===== src/rtl/afu_command_arbiter.sv =====
// rtl/afu_command_arbiter.sv - N-channel PSL command arbiter with tag tracking and credit accounting

module afu_command_arbiter #(
    parameter int NUM_CHANNELS  = 4,
    parameter int PAYLOAD_WIDTH = 89,
    parameter int TAG_WIDTH     = 8,
    parameter int MAX_CREDITS   = 64,
    parameter int ARB_MODE      = 0
) (
    input  logic                                    clock,
    input  logic                                    reset,
    input  logic                                    enabled_in,
    input  logic [NUM_CHANNELS-1:0]                 req_valid,
    input  logic [NUM_CHANNELS*PAYLOAD_WIDTH-1:0]   req_payload,
    output logic [NUM_CHANNELS-1:0]                 req_ready,
    input  logic                                    credit_load,
    input  logic [7:0]                              credit_value,
    output logic                                    cmd_valid,
    output logic [PAYLOAD_WIDTH-1:0]                cmd_payload,
    output logic [TAG_WIDTH-1:0]                    cmd_tag,
    output logic [$clog2(NUM_CHANNELS)-1:0]         cmd_channel,
    input  logic                                    rsp_valid,
    input  logic [TAG_WIDTH-1:0]                    rsp_tag,
    input  logic [8:0]                              rsp_credits,
    output logic [NUM_CHANNELS-1:0]                 rsp_route,
    output logic [TAG_WIDTH-1:0]                    rsp_tag_out,
    output logic [7:0]                              credit_count,
    output logic [TAG_WIDTH:0]                      outstanding,
    output logic                                    credit_overflow_error,
    output logic                                    tag_error
);

    localparam int CH_W  = $clog2(NUM_CHANNELS);
    localparam int DEPTH = 1 << TAG_WIDTH;
    localparam logic signed [9:0] MAX_CREDITS_S = 10'(MAX_CREDITS);

    // tag table: busy bit and owning channel per tag
    logic [DEPTH-1:0]           r_in_use;
    logic [CH_W-1:0]            r_owner [DEPTH];
    logic [TAG_WIDTH-1:0]       r_next_tag;
    logic [CH_W-1:0]            r_last_grant;
    logic [7:0]                 r_credit;
    logic [TAG_WIDTH:0]         r_outstanding;
    logic                       r_cmd_valid;
    logic [PAYLOAD_WIDTH-1:0]   r_cmd_payload;
    logic [TAG_WIDTH-1:0]       r_cmd_tag;
    logic [CH_W-1:0]            r_cmd_channel;
    logic [NUM_CHANNELS-1:0]    r_rsp_route;
    logic [TAG_WIDTH-1:0]       r_rsp_tag_out;
    logic                       r_credit_err;
    logic                       r_tag_err;

    logic [CH_W-1:0]            w_grant_idx;
    logic                       w_grant_found;
    int                         w_rr_sum;
    logic [CH_W-1:0]            w_rr_idx;
    logic [NUM_CHANNELS-1:0]    w_grant_onehot;
    logic [PAYLOAD_WIDTH-1:0]   w_grant_payload;
    logic [NUM_CHANNELS-1:0]    w_rsp_onehot;
    logic                       w_issue_ok;
    logic                       w_transfer;
    logic                       w_rsp_hit;
    logic signed [9:0]          w_credit_delta;
    logic signed [9:0]          w_credit_sum;
    logic [7:0]                 w_credit_next;
    logic                       w_credit_err;

    // pick a winner; loops run farthest-first so the nearest candidate overwrites
    always_comb begin
        w_grant_idx   = '0;
        w_grant_found = 1'b0;
        w_rr_sum      = 0;
        w_rr_idx      = '0;
        if (ARB_MODE == 1) begin
            for (int i = NUM_CHANNELS - 1; i >= 0; i--) begin
                if (req_valid[i]) begin
                    w_grant_found = 1'b1;
                    w_grant_idx   = CH_W'(i);
                end
            end
        end else begin
            for (int i = NUM_CHANNELS; i >= 1; i--) begin
                w_rr_sum = int'(r_last_grant) + i;
                if (w_rr_sum >= NUM_CHANNELS) begin
                    w_rr_sum = w_rr_sum - NUM_CHANNELS;
                end
                w_rr_idx = CH_W'(w_rr_sum);
                if (req_valid[w_rr_idx]) begin
                    w_grant_found = 1'b1;
                    w_grant_idx   = w_rr_idx;
                end
            end
        end
    end

    // decode the winner and the response owner into one-hot vectors, select payload
    always_comb begin
        w_grant_onehot  = '0;
        w_grant_payload = '0;
        w_rsp_onehot    = '0;
        for (int i = 0; i < NUM_CHANNELS; i++) begin
            if (w_grant_idx == CH_W'(i)) begin
                w_grant_onehot[i] = 1'b1;
                w_grant_payload   = req_payload[i*PAYLOAD_WIDTH +: PAYLOAD_WIDTH];
            end
            if (r_owner[rsp_tag] == CH_W'(i)) begin
                w_rsp_onehot[i] = 1'b1;
            end
        end
    end

    // strict sequential tag allocation: a busy next tag stalls everything
    assign w_issue_ok = enabled_in & (r_credit != 8'd0) & ~r_in_use[r_next_tag] & w_grant_found;
    assign req_ready  = w_issue_ok ? w_grant_onehot : '0;
    assign w_transfer = |(req_valid & req_ready);
    assign w_rsp_hit  = rsp_valid & r_in_use[rsp_tag];

    // net credit change in 10-bit signed, clamped to [0, MAX_CREDITS]
    always_comb begin
        w_credit_delta = rsp_valid ? $signed({rsp_credits[8], rsp_credits}) : 10'sd0;
        w_credit_sum   = $signed({2'b00, r_credit}) + w_credit_delta - (w_transfer ? 10'sd1 : 10'sd0);
        w_credit_next  = w_credit_sum[7:0];
        w_credit_err   = 1'b0;
        if (w_credit_sum > MAX_CREDITS_S) begin
            w_credit_next = 8'(MAX_CREDITS);
            w_credit_err  = 1'b1;
        end else if (w_credit_sum < 10'sd0) begin
            w_credit_next = 8'd0;
            w_credit_err  = 1'b1;
        end
    end

    // issue, tag bookkeeping, credit accounting, response routing and sticky errors
    always_ff @(posedge clock or posedge reset) begin
        if (reset) begin
            r_in_use      <= '0;
            r_next_tag    <= '0;
            r_last_grant  <= CH_W'(NUM_CHANNELS - 1);
            r_credit      <= '0;
            r_outstanding <= '0;
            r_cmd_valid   <= 1'b0;
            r_cmd_payload <= '0;
            r_cmd_tag     <= '0;
            r_cmd_channel <= '0;
            r_rsp_route   <= '0;
            r_rsp_tag_out <= '0;
            r_credit_err  <= 1'b0;
            r_tag_err     <= 1'b0;
        end else begin
            r_cmd_valid <= w_transfer;
            if (w_transfer) begin
                r_cmd_payload        <= w_grant_payload;
                r_cmd_tag            <= r_next_tag;
                r_cmd_channel        <= w_grant_idx;
                r_next_tag           <= r_next_tag + 1'b1;
                r_last_grant         <= w_grant_idx;
                r_in_use[r_next_tag] <= 1'b1;
            end
            // placed after the set so a clear of the same tag wins
            if (w_rsp_hit) begin
                r_in_use[rsp_tag] <= 1'b0;
            end
            r_outstanding <= r_outstanding + {{TAG_WIDTH{1'b0}}, w_transfer}
                                           - {{TAG_WIDTH{1'b0}}, w_rsp_hit};
            if (credit_load) begin
                r_credit <= credit_value;
            end else begin
                r_credit <= w_credit_next;
                if (w_credit_err) begin
                    r_credit_err <= 1'b1;
                end
            end
            r_rsp_route   <= w_rsp_hit ? w_rsp_onehot : '0;
            r_rsp_tag_out <= rsp_valid ? rsp_tag : '0;
            if (rsp_valid && !w_rsp_hit) begin
                r_tag_err <= 1'b1;
            end
        end
    end

    // owner table needs no reset: it is only read for tags whose busy bit is set
    always_ff @(posedge clock) begin
        if (w_transfer) begin
            r_owner[r_next_tag] <= w_grant_idx;
        end
    end

    assign cmd_valid             = r_cmd_valid;
    assign cmd_payload           = r_cmd_payload;
    assign cmd_tag               = r_cmd_tag;
    assign cmd_channel           = r_cmd_channel;
    assign rsp_route             = r_rsp_route;
    assign rsp_tag_out           = r_rsp_tag_out;
    assign credit_count          = r_credit;
    assign outstanding           = r_outstanding;
    assign credit_overflow_error = r_credit_err;
    assign tag_error             = r_tag_err;

endmodule


===== config.mk =====
export PLATFORM = sky130hd
export DESIGN_NAME = afu_command_arbiter
export DESIGN_NICKNAME = d
export VERILOG_FILES = /design/src/rtl/afu_command_arbiter.sv
export SDC_FILE = /design/constraint.sdc
export NUM_CORES = 2
export LEC_CHECK = 0
export ABC_AREA = 1
export BUFFER_PORTS_ARGS = -buffer_cell sky130_fd_sc_hd__buf_4
export CORE_ASPECT_RATIO = 1.1
export CORE_MARGIN = 5
export CORE_UTILIZATION = 50
export DETAILED_ROUTE_END_ITERATION = 8
export PLACE_DENSITY = 0.7
export SYNTH_ARGS = -nofsm -noshare
export SYNTH_HDL_FRONTEND = slang
export SYNTH_SLANG_ARGS = --single-unit

===== constraint.sdc =====
create_clock -name clock -period 18.9 [get_ports clock]
set_input_delay 5.67 -clock clock [delete_from_list [all_inputs] [get_ports clock]]
set_output_delay 5.67 -clock clock [all_outputs]
set_load 0.01 [all_outputs]

==> summary.txt <==
Outcome
  – Failing checks: slew limit
  – Status: complete, but fails checks

Floorplanning
  – I/O pin count: 525
  – Area of the die: 105000 µm²
  – Die width: 309 µm
  – Initial Util: 50.6%
  – FP Rows: 120
  – Core area: 97600 µm²
  – Die Y: 339 µm

Drt
  – Drt pass-1 iters: 6
  – Vias per cell: 5.83
  – Vias: 46.9k
  – DRT iter0 DRCs: 6270
  – DRC: 0
  – Post-DRT Antenna Nets: 0
  – Detailed Route WL: 194 mm
  – Routed length per instance: 24.1 µm

Clocking
  – H-tree levels: 3
  – CTS tree: yes
  – Post-CTS setup buffers: 0
  – Hold buffer count at CTS: 0
  – Number of gates resized after cts: 0
  – Clock buffer depth: 3
  – Sink Count: 909
  – CTS buffer count: 96
  – Clk_lat worst skew: 0.69 ns
  – CTS clk-pin slew, worst paths: 0.06 ns
  – Clock Tree Root: clkbuf_16

Global routing
  – GRT busiest layer: met2
  – Initial antenna violation count: 26
  – Largest net degree at the start of global routing: 185
  – Grt total ovfl: 0
  – GRT Resource Usage Total: 35.8%
  – Met2 usage: 55.2%
  – Vias in the first global route: 44.3k
  – First-pass GRT wire length: 284 mm
  – M1 GR Usage: 47.1%
  – GRT met3 Usage: 8.24%

STA
  – Final Slew Violations: 70
  – Setup repair after global routing missed its margin: false
  – Fin crit period: 14.11 ns
  – Max_slew headroom: -5.05%
  – # setup viols final: 0
  – Final clock skew: 0.0295 ns
  – Worst-margin pin slew: 1.58 ns
  – Sum Neg Setup Slack: 0 ns
  – Final hold viol count: 0
  – Final period util: 74.6%
  – F_max: 70.9 MHz

Worst setup path
  – CP max-delay cell: nand2_8
  – Critical-path maximum fanout: 161
  – WS Path Type: in2out
  – CP startpoint: req_valid[3]
  – Worst path max stage delay: 0.51 ns
  – Critical Path RT: 13.23 ns
  – Crit-path cells: buf_4, inv_1, o21ai_1, nand2_1, and2_1, nand3_1, nand2_1, nor2_1, nand3_1, nor2_4, buf_12, nand2_8, nor3_1, buf_4
  – Startpoint types: input port
  – FF-to-FF Start: r_next_tag[0]$_DFFE_PP0P_
  – CP Capture Type: primary output
  – Arrival time at the worst endpoint: 8.44 ns

Synthesis
  – Ys Warns: 0
  – Cells after Synth: 6350
  – Syn_nets: 6770
  – EDFF count, synth: 512
  – Most frequent cells after synthesis: nand2_1 (2393), inv_1 (633), edfxtp_1 (512)
  – Post-synth top flop: edfxtp_1
  – #FFs+latches synth: 909
  – Async set or reset register ratio after synthesis: 43.7%
  – Synthesized area per cell: 7.77 µm²
  – Synth area leaders: edfxtp_1 (31%), dfrtp_1 (20%), nand2_1 (18%)
  – Yosys cell types: 38
  – Top-area cell type share of the netlist area: 31.2%
  – Register area share after synthesis: 51.3%
  – Cell Area, Synth: 49300 µm²
  – Leading cell type by number of instances after synthesis: nand2_1
  – Area leader, netlist: edfxtp_1

Place
  – Post-detail-place hpwl: 127 mm
  – Port buffer count: 524
  – GPL Wtd Cong: 1.00
  – Placed insts: 7845

Layout
  – Fill cells: 8997
  – Area growth syn-to-layout: 16.0%
  – Final Instance Count excl. Fillers: 8046
  – Share of post-route cells with drive strength above 1: 12.2%
  – Final nets: 7082
  – Fin util: 58.6%

Hold path
  – Worst hold start: credit_overflow_error$_DFFE_PP0P_
  – Hold WC Path Type: reg2reg

Pwr
  – Power Density: 155 nW/µm²
  – Leak Pwr: 0.0268 µW
  – VDD IR max: 0.000166 V

Flow run
  – Reported max-cap violation count: 0
==> state kept, by name, summed over array words and instances, names as in the netlist, 2 cells and up <==
register	cells
r_last_grant	2
credit_count	8
cmd_tag	8
rsp_route	4
outstanding	9
cmd_channel	2
rsp_tag_out	8
r_owner	512
r_in_use	256
r_next_tag	8
cmd_payload	89
==> power breakdown <==
| part | internal [µW] | total, µW | leakage, µW | switching [µW] |
|---|---|---|---|---|
| sequential | 2760 | 2920 | 0.00937 | 156 |
| clock | 1100 | 1930 | 0.00157 | 826 |
| combinational | 1010 | 4050 | 0.0159 | 3040 |
| total | 4880 | 8900 | 0.0268 | 4020 |
==> worst max-delay path: cells and delay by family <==
family,cells,cell delay [ns]
AO/OA/AOI/OAI,1,0.16
AND/OR/NAND/NOR,9,1.78
buffers and inverters,4,0.74
==> layout by cell type (no fill, tap or decap), drive strengths merged, types with 17 or more instances in the layout <==
master	count
nand2	2399
inv	649
buf	624
o21ai	514
edfxtp	512
nor2	454
nand3	422
dfrtp	395
a22oi	258
clkbuf	127
o21a	92
a21oi	78
nand4	67
clkinv	37
ha	28
diode	23
o21bai	17
==> cell type report <==
cell class / count / area (µm²) / share of cell area, %
multi-input combinational: 4384 / 19900 / 34.8
clock buffer: 127 / 2700 / 4.71
antenna: 23 / 57.6 / 0.101
inverter: 647 / 2440 / 4.27
sequential: 909 / 25300 / 44.2
clock inverter: 51 / 487 / 0.850
timing repair buffer: 624 / 4730 / 8.26
tap: 1281 / 1600 / 2.80
==> metal layers <==
metal | vias up | wire length (µm)
met5 | - | 34
met1 | 22002 | 72000
met3 | 652 | 22300
met2 | 3038 | 86800
met4 | 4 | 13000
li1 | 21226 | -
==> cell families after synthesis <==
family	synth area share, %
flip-flops	51.3
AND/OR/NAND/NOR	27.1
buffers and inverters	8.57
AO/OA/AOI/OAI	11.9
XOR/XNOR	0.355
adder cells (fa/ha/maj)	0.791
==> per-stage QoR <==
stage	hold slack [ns]	worst slack [ns]	power, µW	cell area, µm²
after CTS	0.461	4.68	8820	57200
after detailed placement	0.446	4.68	6900	54000
after global routing	0.485	4.53	9320	57200
after floorplan	0.493	0.102	5590	49300
final	0.461	4.79	8900	57200
after global placement	0.446	4.66	6870	54000
==> final timing paths <==
| check | endpoint | slack, ns | depth (start not counted) |
|---|---|---|---|
| max | req_ready[1] | 4.79 | 14 |
| min | credit_overflow_error$_DFFE_PP0P_ | 0.46 | 1 |
| max reg2reg | credit_count[1]$_DFF_PP0_ | 11.22 | 29 |
| min reg2reg | credit_overflow_error$_DFFE_PP0P_ | 0.46 | 1 |
| max in group asynchronous | outstanding[2]$_DFF_PP0_ | 11.46 | 4 |
| min in group asynchronous | cmd_payload[47]$_DFFE_PP0P_ | 5.13 | 2 |
Note: power is estimated with default switching activity, not from simulation.
